$ cat src/rtl/simon_pkg.sv
// ------------------------------------------------------------------
// simon_pkg: shared state encoding and LFSR helpers for the Simon engine.
// Rev 1.0
// ------------------------------------------------------------------
`default_nettype none

package simon_pkg;

  typedef enum logic [2:0] {
    ST_IDLE     = 3'd0,
    ST_APPEND   = 3'd1,
    ST_SHOW_ON  = 3'd2,
    ST_SHOW_OFF = 3'd3,
    ST_LISTEN   = 3'd4,
    ST_WIN      = 3'd5,
    ST_LOSE     = 3'd6
  } simon_state_t;

  localparam logic [15:0] SIMON_LFSR_TAPS = 16'hB400;

  // Right-shifting Galois step: feedback bit is the LSB shifted out.
  function automatic logic [15:0] simon_lfsr_next(input logic [15:0] s);
    return s[0] ? ((s >> 1) ^ SIMON_LFSR_TAPS) : (s >> 1);
  endfunction

endpackage

`default_nettype wire

$ cat src/rtl/simon_lfsr.sv
// ------------------------------------------------------------------
// simon_lfsr: free-running 16-bit Galois LFSR, loads SEED on reset.
// Rev 1.0
// ------------------------------------------------------------------
`default_nettype none

module simon_lfsr
  import simon_pkg::*;
#(
  parameter logic [15:0] SEED = 16'hACE1
) (
  input  logic        clk,
  input  logic        reset,
  output logic [15:0] lfsr
);

  logic [15:0] lfsr_q;

  always_ff @(posedge clk or posedge reset) begin
    if (reset) lfsr_q <= SEED;
    else       lfsr_q <= simon_lfsr_next(lfsr_q);
  end

  assign lfsr = lfsr_q;

endmodule

`default_nettype wire

$ cat src/rtl/simon_seq_engine.sv
// ------------------------------------------------------------------
// simon_seq_engine: grows, plays back and checks a random key sequence.
// SIMON_SPEEDUP_EN halves playback timing once level passes MAX_LEN/2. Rev 1.0
// ------------------------------------------------------------------
`default_nettype none

module simon_seq_engine
  import simon_pkg::*;
#(
  parameter int          NUM_KEYS      = 4,
  parameter int          MAX_LEN       = 16,
  parameter int          SHOW_TICKS    = 30,
  parameter int          GAP_TICKS     = 30,
  parameter int          TIMEOUT_TICKS = 120,
  parameter logic [15:0] SEED          = 16'hACE1,
  localparam int         KW            = (NUM_KEYS > 2) ? $clog2(NUM_KEYS) : 1,
  localparam int         LW            = $clog2(MAX_LEN + 1)
) (
  input  logic          clk,
  input  logic          reset,
  input  logic          start,
  input  logic          key_valid,
  input  logic [KW-1:0] key_idx,
  output logic          show_valid,
  output logic [KW-1:0] show_idx,
  output logic          simon_turn,
  output logic [LW-1:0] level,
  output logic          game_over,
  output logic          win
);

  localparam int AW     = (MAX_LEN > 1) ? $clog2(MAX_LEN) : 1;
  localparam int TMAX_A = (SHOW_TICKS > GAP_TICKS) ? SHOW_TICKS : GAP_TICKS;
  localparam int TMAX   = (TMAX_A > TIMEOUT_TICKS) ? TMAX_A : TIMEOUT_TICKS;
  localparam int TW     = $clog2(TMAX + 1);

  simon_state_t  state_q, state_d;
  logic [LW-1:0] level_q, level_d;
  logic [LW-1:0] idx_q, idx_d;
  logic [TW-1:0] tmr_q, tmr_d;
  logic [KW-1:0] mem_q [MAX_LEN];
  logic          mem_we;
  logic [15:0]   lfsr;
  logic          lfsr_unused;
  logic [KW-1:0] rnd;
  logic [LW-1:0] last_idx;
  logic          key_ok;
  logic [TW-1:0] show_len, gap_len;

  simon_lfsr #(.SEED(SEED)) u_lfsr (
    .clk  (clk),
    .reset(reset),
    .lfsr (lfsr)
  );

  assign lfsr_unused = ^lfsr[15:KW];

  // Fold the raw LFSR slice into 0..NUM_KEYS-1.
  always_comb begin
    rnd = lfsr[KW-1:0];
    if (int'(lfsr[KW-1:0]) >= NUM_KEYS) rnd = lfsr[KW-1:0] - KW'(NUM_KEYS);
  end

`ifdef SIMON_SPEEDUP_EN
  localparam int SHOW_FAST = (SHOW_TICKS / 2 < 1) ? 1 : SHOW_TICKS / 2;
  localparam int GAP_FAST  = (GAP_TICKS / 2 < 1) ? 1 : GAP_TICKS / 2;
  assign show_len = (level_q > LW'(MAX_LEN / 2)) ? TW'(SHOW_FAST) : TW'(SHOW_TICKS);
  assign gap_len  = (level_q > LW'(MAX_LEN / 2)) ? TW'(GAP_FAST)  : TW'(GAP_TICKS);
`else
  assign show_len = TW'(SHOW_TICKS);
  assign gap_len  = TW'(GAP_TICKS);
`endif

  assign last_idx = level_q - LW'(1);
  assign key_ok   = (int'(key_idx) < NUM_KEYS) && (key_idx == mem_q[idx_q[AW-1:0]]);

  always_comb begin
    state_d = state_q;
    level_d = level_q;
    idx_d   = idx_q;
    tmr_d   = tmr_q;
    mem_we  = 1'b0;
    case (state_q)
      ST_IDLE, ST_WIN, ST_LOSE: begin
        if (start) begin
          state_d = ST_APPEND;
          level_d = '0;
        end
      end
      ST_APPEND: begin
        if (level_q < LW'(MAX_LEN)) begin
          mem_we  = 1'b1;
          level_d = level_q + LW'(1);
        end
        idx_d   = '0;
        tmr_d   = '0;
        state_d = ST_SHOW_ON;
      end
      ST_SHOW_ON: begin
        if (tmr_q == show_len - TW'(1)) begin
          tmr_d   = '0;
          state_d = ST_SHOW_OFF;
        end else begin
          tmr_d = tmr_q + TW'(1);
        end
      end
      ST_SHOW_OFF: begin
        if (tmr_q == gap_len - TW'(1)) begin
          tmr_d = '0;
          if (idx_q == last_idx) begin
            idx_d   = '0;
            state_d = ST_LISTEN;
          end else begin
            idx_d   = idx_q + LW'(1);
            state_d = ST_SHOW_ON;
          end
        end else begin
          tmr_d = tmr_q + TW'(1);
        end
      end
      ST_LISTEN: begin
        // A key in the expiry cycle wins over the timeout.
        if (key_valid) begin
          if (!key_ok) begin
            state_d = ST_LOSE;
          end else if (idx_q == last_idx) begin
            state_d = (level_q == LW'(MAX_LEN)) ? ST_WIN : ST_APPEND;
          end else begin
            idx_d = idx_q + LW'(1);
            tmr_d = '0;
          end
        end else if (tmr_q == TW'(TIMEOUT_TICKS - 1)) begin
          state_d = ST_LOSE;
        end else begin
          tmr_d = tmr_q + TW'(1);
        end
      end
      default: state_d = ST_IDLE;
    endcase
  end

  always_ff @(posedge clk or posedge reset) begin
    if (reset) begin
      state_q <= ST_IDLE;
      level_q <= '0;
      idx_q   <= '0;
      tmr_q   <= '0;
    end else begin
      state_q <= state_d;
      level_q <= level_d;
      idx_q   <= idx_d;
      tmr_q   <= tmr_d;
    end
  end

  always_ff @(posedge clk) begin
    if (mem_we) mem_q[level_q[AW-1:0]] <= rnd;
  end

  assign show_valid = (state_q == ST_SHOW_ON);
  assign show_idx   = show_valid ? mem_q[idx_q[AW-1:0]] : '0;
  assign simon_turn = (state_q == ST_APPEND) || (state_q == ST_SHOW_ON) ||
                      (state_q == ST_SHOW_OFF);
  assign level      = level_q;
  assign game_over  = (state_q == ST_WIN) || (state_q == ST_LOSE);
  assign win        = (state_q == ST_WIN);

endmodule

`default_nettype wire

$ cat config.mk
export PLATFORM = sky130hd
export DESIGN_NAME = simon_seq_engine
export DESIGN_NICKNAME = d
export VERILOG_FILES = /design/src/rtl/simon_pkg.sv /design/src/rtl/simon_lfsr.sv /design/src/rtl/simon_seq_engine.sv
export SDC_FILE = /design/constraint.sdc
export NUM_CORES = 1
export LEC_CHECK = 0
export CORE_ASPECT_RATIO = 1.5
export CORE_MARGIN = 3
export CORE_UTILIZATION = 35
export DETAILED_ROUTE_END_ITERATION = 12
export GPL_TIMING_DRIVEN = 0
export MAX_ROUTING_LAYER = met4
export SYNTH_ARGS = -nofsm -noshare
export SYNTH_HDL_FRONTEND = slang
export SYNTH_SLANG_ARGS = --single-unit
$ cat constraint.sdc
create_clock -name clk -period 4 [get_ports clk]
set_input_delay 0.6 -clock clk [delete_from_list [all_inputs] [get_ports clk]]
set_output_delay 0.6 -clock clk [all_outputs]
set_load 0.005 [all_outputs]
==> results of run 1 <==
state kept, by name (all words and copies together) (netlist names):
signal       count
mem_q           32
u_lfsr.lfsr     16
tmr_q            7
idx_q            5
level            5
state_q          3
cells by family after synthesis:
| kind of cell | after synthesis | share of synthesized area (%) |
|---|---|---|
| and+or+nand+nor | 98 | 15.6 |
| DFF | 68 | 57.7 |
| AOI/OAI and AO/OA | 53 | 11.5 |
| buffers and inverters | 21 | 2.74 |
| muxes | 12 | 6.44 |
| xor gates and xnor gates | 11 | 2.97 |
| adders and majority gates | 8 | 3.08 |
metal layers:
layer	global-route usage, %	share of wire, %	vias up	wire (um)
met5	-	0	-	0
met4	7.03	2.2	0	149
met3	3.04	2.4	12	160
met2	23.4	52	31	3440
met1	15.6	43	1068	2880
li1	-	-	1057	-
power breakdown:
part | leakage, nW | internal (W) | switching (W) | total [W]
Sequential | 0.663 | 0.000729 | 0 | 0.000729
Combinational | 0.546 | 0.00000613 | 0.0000109 | 0.0000171
Clock | 0.169 | 0.000593 | 0.000269 | 0.000862
worst max-delay path, cell delays in order (launching register included):
cell             delay, ps
dfrtp_1                460
buf_2                  300
mux4_1                 230
nor3_1                  50
nor4_1                 550
and2_1                 220
clkdlybuf4s50_1        490
area by class of cell:
| cell class | count | area [um2] |
|---|---|---|
| Clock buffer | 12 | 267 |
| Fill cell | 854 | 5050 |
| Tap cell | 110 | 138 |
| Timing Repair Buffer | 16 | 160 |
| Inverter | 10 | 37.5 |
| Multi-Input combinational cell | 182 | 1280 |
| Buffer | 11 | 51.3 |
| Clock inverter | 4 | 70.1 |
| Sequential cell | 68 | 1870 |
layout by cell type, fill, tap and decap left out, types with 3 or more instances in the layout:
cell type,n
edfxtp_1,32
dfrtp_1,28
nand2_1,21
nor2_1,21
clkdlybuf4s50_1,16
o21ai_0,15
nand3_1,12
nor3_1,11
inv_1,9
clkbuf_16,9
clkbuf_1,8
ha_1,8
dfstp_2,8
xnor2_1,7
nor2b_1,6
o211ai_1,5
mux2_2,5
a21oi_1,5
a31oi_1,4
mux4_2,4
or3_1,4
xor2_1,4
o22ai_1,3
o22a_1,3
and3_1,3
o31ai_1,3
nand2b_1,3
clkbuf_8,3
worst paths after layout:
check,startpoint,end,cells past startpoint
worst max-delay path,idx_q[1],show_idx[0],6
worst min-delay path,u_lfsr.lfsr[3],u_lfsr.lfsr[2],0
worst max register to register,tmr_q[0],state_q[1],8
worst min register to register,u_lfsr.lfsr[3],u_lfsr.lfsr[2],0
max in group asynchronous,reset,idx_q[1],2
min in group asynchronous,reset,u_lfsr.lfsr[3],2
cells in the mapped netlist (all sizes together), types with 7 or more instances:
cell    count
inv        10
dfrtp      28
nor2       21
nand2      21
ha          8
o21ai      15
edfxtp     32
xnor2       7
clkbuf      8
nor3       11
nand3      12
dfstp       8
metrics by stage:
step                      power [W]  instances  cell area (um2)  util (%)
after floorplan            0.000750        271             3250         -
after global placement     0.000759        397             3540      39.7
after detailed placement   0.000759        397             3540      39.7
after CTS                   0.00163        413             3880      43.4
after global routing        0.00166        413             3880      43.4
final                       0.00161        413             3880      43.4
==> flow_summary.json, run 1 <==
{
  "worstMarginPinSlew_ps": 742,
  "clock_path_buffers": 2,
  "place_congestion": 0.820,
  "synth_area_leader_cell": "edfxtp_1",
  "hold_path_class": "reg -> reg",
  "syn_inst": 271,
  "post_drt_wl_per_cell_um": 16.1,
  "syn2layout_area_growth_pct": 19.5,
  "start_util_pct": 36.3,
  "maxCapViolCount": 0,
  "required_ps": 3400,
  "root_buffer": "clkbuf_16",
  "drv_slew": 0,
  "fin_crit_ps": 3250,
  "syn-num-nets": 285,
  "crit_arrival_ps": 2650,
  "htreeDepth": 3,
  "die_h_um": 124,
  "num-nets-final": 312,
  "viasPerCell": 5.25,
  "power_per_cell_area_nw_per_um2": 414,
  "ant_nets": 0,
  "firstDrtPassIters": 4,
  "grt_pass1_wl_mm": 10.8,
  "ys.flop_type": "edfxtp_1",
  "design.core.area_um2": 8930,
  "maxSlewHeadroom_pct": 50.4,
  "antenna_found_initial": 0,
  "dieArea_um2": 10500,
  "setup_viol": 0,
  "peakVddDrop_mv": 0.200,
  "cts_tree": "built",
  "clkTransAtPathRegs_ps": 50,
  "fin_skew_ps": 7.37,
  "finalCritPeriodShare_pct": 81.2,
  "ys_ff_latch": 68,
  "synth.area.top_cells": "edfxtp_1 30%, dfrtp_1 22%, dfstp_2 6.5%",
  "overflow": 0,
  "ys.warnings.count": 0,
  "max_clock_freq_ghz": 0.308,
  "async_flop_share_pct": 52.9,
  "cts_sinks": 68,
  "routed_wl_mm": 6.63,
  "layout-drive-gt1-share_pct": 15.5,
  "synth_edf_count": 32,
  "n_antenna_cell": 0,
  "place.port_buffers": 16,
  "drt_iter0_markers": 97,
  "ctsHoldBuffers": 0,
  "ys_types": 52,
  "die_w_um": 84.6,
  "ys_seq_area_share_pct": 57.7,
  "dp_hpwl_mm": 4.69,
  "crit_path_end_kind": "output pin",
  "setup_slack_ps": 753,
  "synth_area_um2": 3250,
  "reg2reg_slack_ps": 1210,
  "cts_resized": 0,
  "cts_buffers": 9,
  "io_pins": 17,
  "p_leak_nw": 1.38,
  "crit_fanout": 10,
  "start_kind": "flip-flop",
  "core.rowCount": 42,
  "rsz0062_at_grt": "false",
  "cts_setup_buffers": 0,
  "clk_latency_ps": 330,
  "path_class": "reg -> out",
  "drc": 0,
  "avgSynthCellArea_um2": 12.0,
  "synth_top_area_share_pct": 29.6,
  "grt_max_degree": 37,
  "place_ws_ps": 817,
  "status": "finished clean",
  "grt_usage_pct": 13.9,
  "hold_ws_ps": 350,
  "vias": 2168,
  "finalHoldViolCount": 0,
  "grt_pass1_vias": 2168,
  "fin_setup_tns_ps": 0
}
Power figures use the tool's default switching activity.
==> run 2, diff against run 1 <==
clock period = 2.9 ns   (was 4 ns; I/O delays follow)
==> run 2 against run 1 <==
  * Hold slack got worse by 0.62 ps
  * Largest cell class unchanged
  * Largest power group unchanged
  * Non-clock buffer count rose by 2
  * Via count rose by 1.5%
  * Critical path depth rose by 2
==> flow_summary.json, run 2 (same netlist as run 1, synthesis figures left out) <==
{
  "crit_chain": "ha_1 -> nand4_1 -> or4b_2 -> a21oi_4 -> o32a_1 -> o21a_2 -> o211ai_1 -> or3_1",
  "firstDrtPassIters": 4,
  "reg2reg_slack_ps": 180,
  "drv_slew": 0,
  "maxSlewHeadroom_pct": 50.8,
  "syn2layout_area_growth_pct": 21.2,
  "clkTransAtPathRegs_ps": 50,
  "hold_ws_ps": 349,
  "antenna_found_initial": 0,
  "worstMarginPinSlew_ps": 737,
  "cts_sinks": 68,
  "maxCapViolCount": 0,
  "overflow": 0,
  "drc": 0,
  "setup_viol": 0,
  "start_util_pct": 36.3,
  "status": "finished clean",
  "core.rowCount": 42,
  "hold_path_class": "reg -> reg",
  "fin_skew_ps": 7.23,
  "design.core.area_um2": 8930,
  "dp_hpwl_mm": 4.69,
  "reg2reg_depth": 8,
  "final_area_um2": 3940,
  "crit_path_end_kind": "flip-flop",
  "layout-drive-gt1-share_pct": 17.7,
  "grt_pass1_wl_mm": 10.8,
  "place_congestion": 0.820,
  "r2r-start": "tmr_q[0]",
  "dieArea_um2": 10500,
  "num-nets-final": 314,
  "grt_max_degree": 37,
  "vias": 2200,
  "peakVddDrop_mv": 0.283,
  "n_fill_cell": 849,
  "die_h_um": 124,
  "place.port_buffers": 16,
  "routed_wl_mm": 6.60,
  "hold_start": "u_lfsr.lfsr[3]",
  "cts_buffers": 9,
  "layout_common_cells": "32 x edfxtp_1, 27 x dfrtp_1, 21 x nand2_1, 21 x nor2_1, 15 x o21ai_0",
  "r2r_end": "state_q[1]",
  "ant_nets": 0,
  "required_ps": 3100,
  "path_class": "reg -> reg",
  "swShare_pct": 17.4,
  "holdPathEnd": "u_lfsr.lfsr[2]",
  "grt_usage_pct": 13.9,
  "viasPerCell": 5.30,
  "start_kind": "flip-flop",
  "post_drt_wl_per_cell_um": 15.9,
  "crit_arrival_ps": 2920,
  "n_antenna_cell": 0,
  "dpl_cell_area_um2": 3540,
  "clk_latency_ps": 330,
  "max_clock_freq_ghz": 0.368,
  "fin_crit_ps": 2720,
  "cpMaxStageDelayCell": "or4b_2",
  "crit_fanout": 8,
  "fin_setup_tns_ps": 0,
  "root_buffer": "clkbuf_16",
  "finalCritPeriodShare_pct": 93.8,
  "min_delay_path_depth": 0,
  "grt_pass1_vias": 2180,
  "internal_power_w": 0.00183,
  "finalHoldViolCount": 0,
  "die_w_um": 84.6,
  "mostFrequentLayoutCell": "edfxtp_1",
  "drt_iter0_markers": 84,
  "slowest_delay_ps": 670,
  "io_pins": 17,
  "power_switching_w": 0.000385,
  "clock_path_buffers": 2,
  "rsz0062_at_grt": "false",
  "power_per_cell_area_nw_per_um2": 563,
  "cts_tree": "built",
  "p_leak_nw": 1.43,
  "combPwrFrac_pct": 1.1,
  "pwr-share-seq_pct": 45.3,
  "largest_reg_flops": 32,
  "htreeDepth": 3,
  "clkPwrFrac_pct": 53.6
}
[run 2: cell types whose count changed in the layout (fill, tap and decap cells not counted), sizes merged]
| cell | change |
|---|---|
| buf | +2 |
| clkdlybuf4s50 | -2 |
| dlymetal6s2s | +2 |
[run 2: power groups by stage]
| stage | clock (W) | sequential (W) | combinational (W) |
|---|---|---|---|
| CTS | 0.00122 | 0.00100 | 0.0000244 |
| global route | 0.00126 | 0.00100 | 0.0000270 |
| global placement | 0 | 0.00102 | 0.0000242 |
| floorplan | 0 | 0.00102 | 0.0000118 |
| detailed placement | 0 | 0.00102 | 0.0000241 |
| finish | 0.00119 | 0.00101 | 0.0000234 |
[run 2: repair_timing]
action / in CTS / in global routing
gates resized for setup: 5 / 8
setup buffers: 1 / 1
pin swaps: 0 / 1
setup endpoints to repair: 2 / 3
hold buffers: 0 / 0
[run 2: critical path, delay by kind of cell, from the launching register on]
family	cells	cell delay (ps)
fa+ha+maj	1	240
flops	1	400
simple gates	3	1180
compound gates	4	780
[run 2: how the worst max path moves through the flow]
stage,end,slack [ps],start
CTS,show_idx[1],3,idx_q[0]
global route,state_q[1],20,tmr_q[0]
floorplan,state_q[1],370,tmr_q[0]
detailed placement,state_q[1],-120,key_valid
global placement,state_q[1],-140,key_valid
finish,state_q[1],180,tmr_q[0]
[run 2: layer usage]
metal  track usage, %  vias to the layer above  share of wire [%]  routed length, um
met5                -                        -                  0                  0
met4             7.03                        0                2.3                149
met3             3.04                       12                2.2                148
met2             23.5                       30                 52               3450
met1             15.6                     1098                 43               2850
li1                 -                     1060                  -                  -
[run 2: area by class of cell]
type                            instances  area, um2  share of cell area, %
Sequential cell                        68       1870                   47.6
Multi-Input combinational cell        182       1310                   33.2
Clock buffer                           12        267                   6.77
Timing Repair Buffer                   18        180                   4.58
Tap cell                              110        138                   3.50
Clock inverter                          4       70.1                   1.78
Buffer                                 11       65.1                   1.65
Inverter                               10       37.5                  0.954
[run 2: per-stage QoR]
step / total power [W] / setup WS, ps / std cells / utilization (%)
after floorplan: 0.00103 / 372 / 271 / -
after global placement: 0.00105 / -145 / 397 / 39.7
after detailed placement: 0.00105 / -118 / 397 / 39.7
after CTS: 0.00225 / 2.65 / 414 / 43.7
after global routing: 0.00230 / 23.2 / 415 / 44.0
final: 0.00222 / 180 / 415 / 44.0
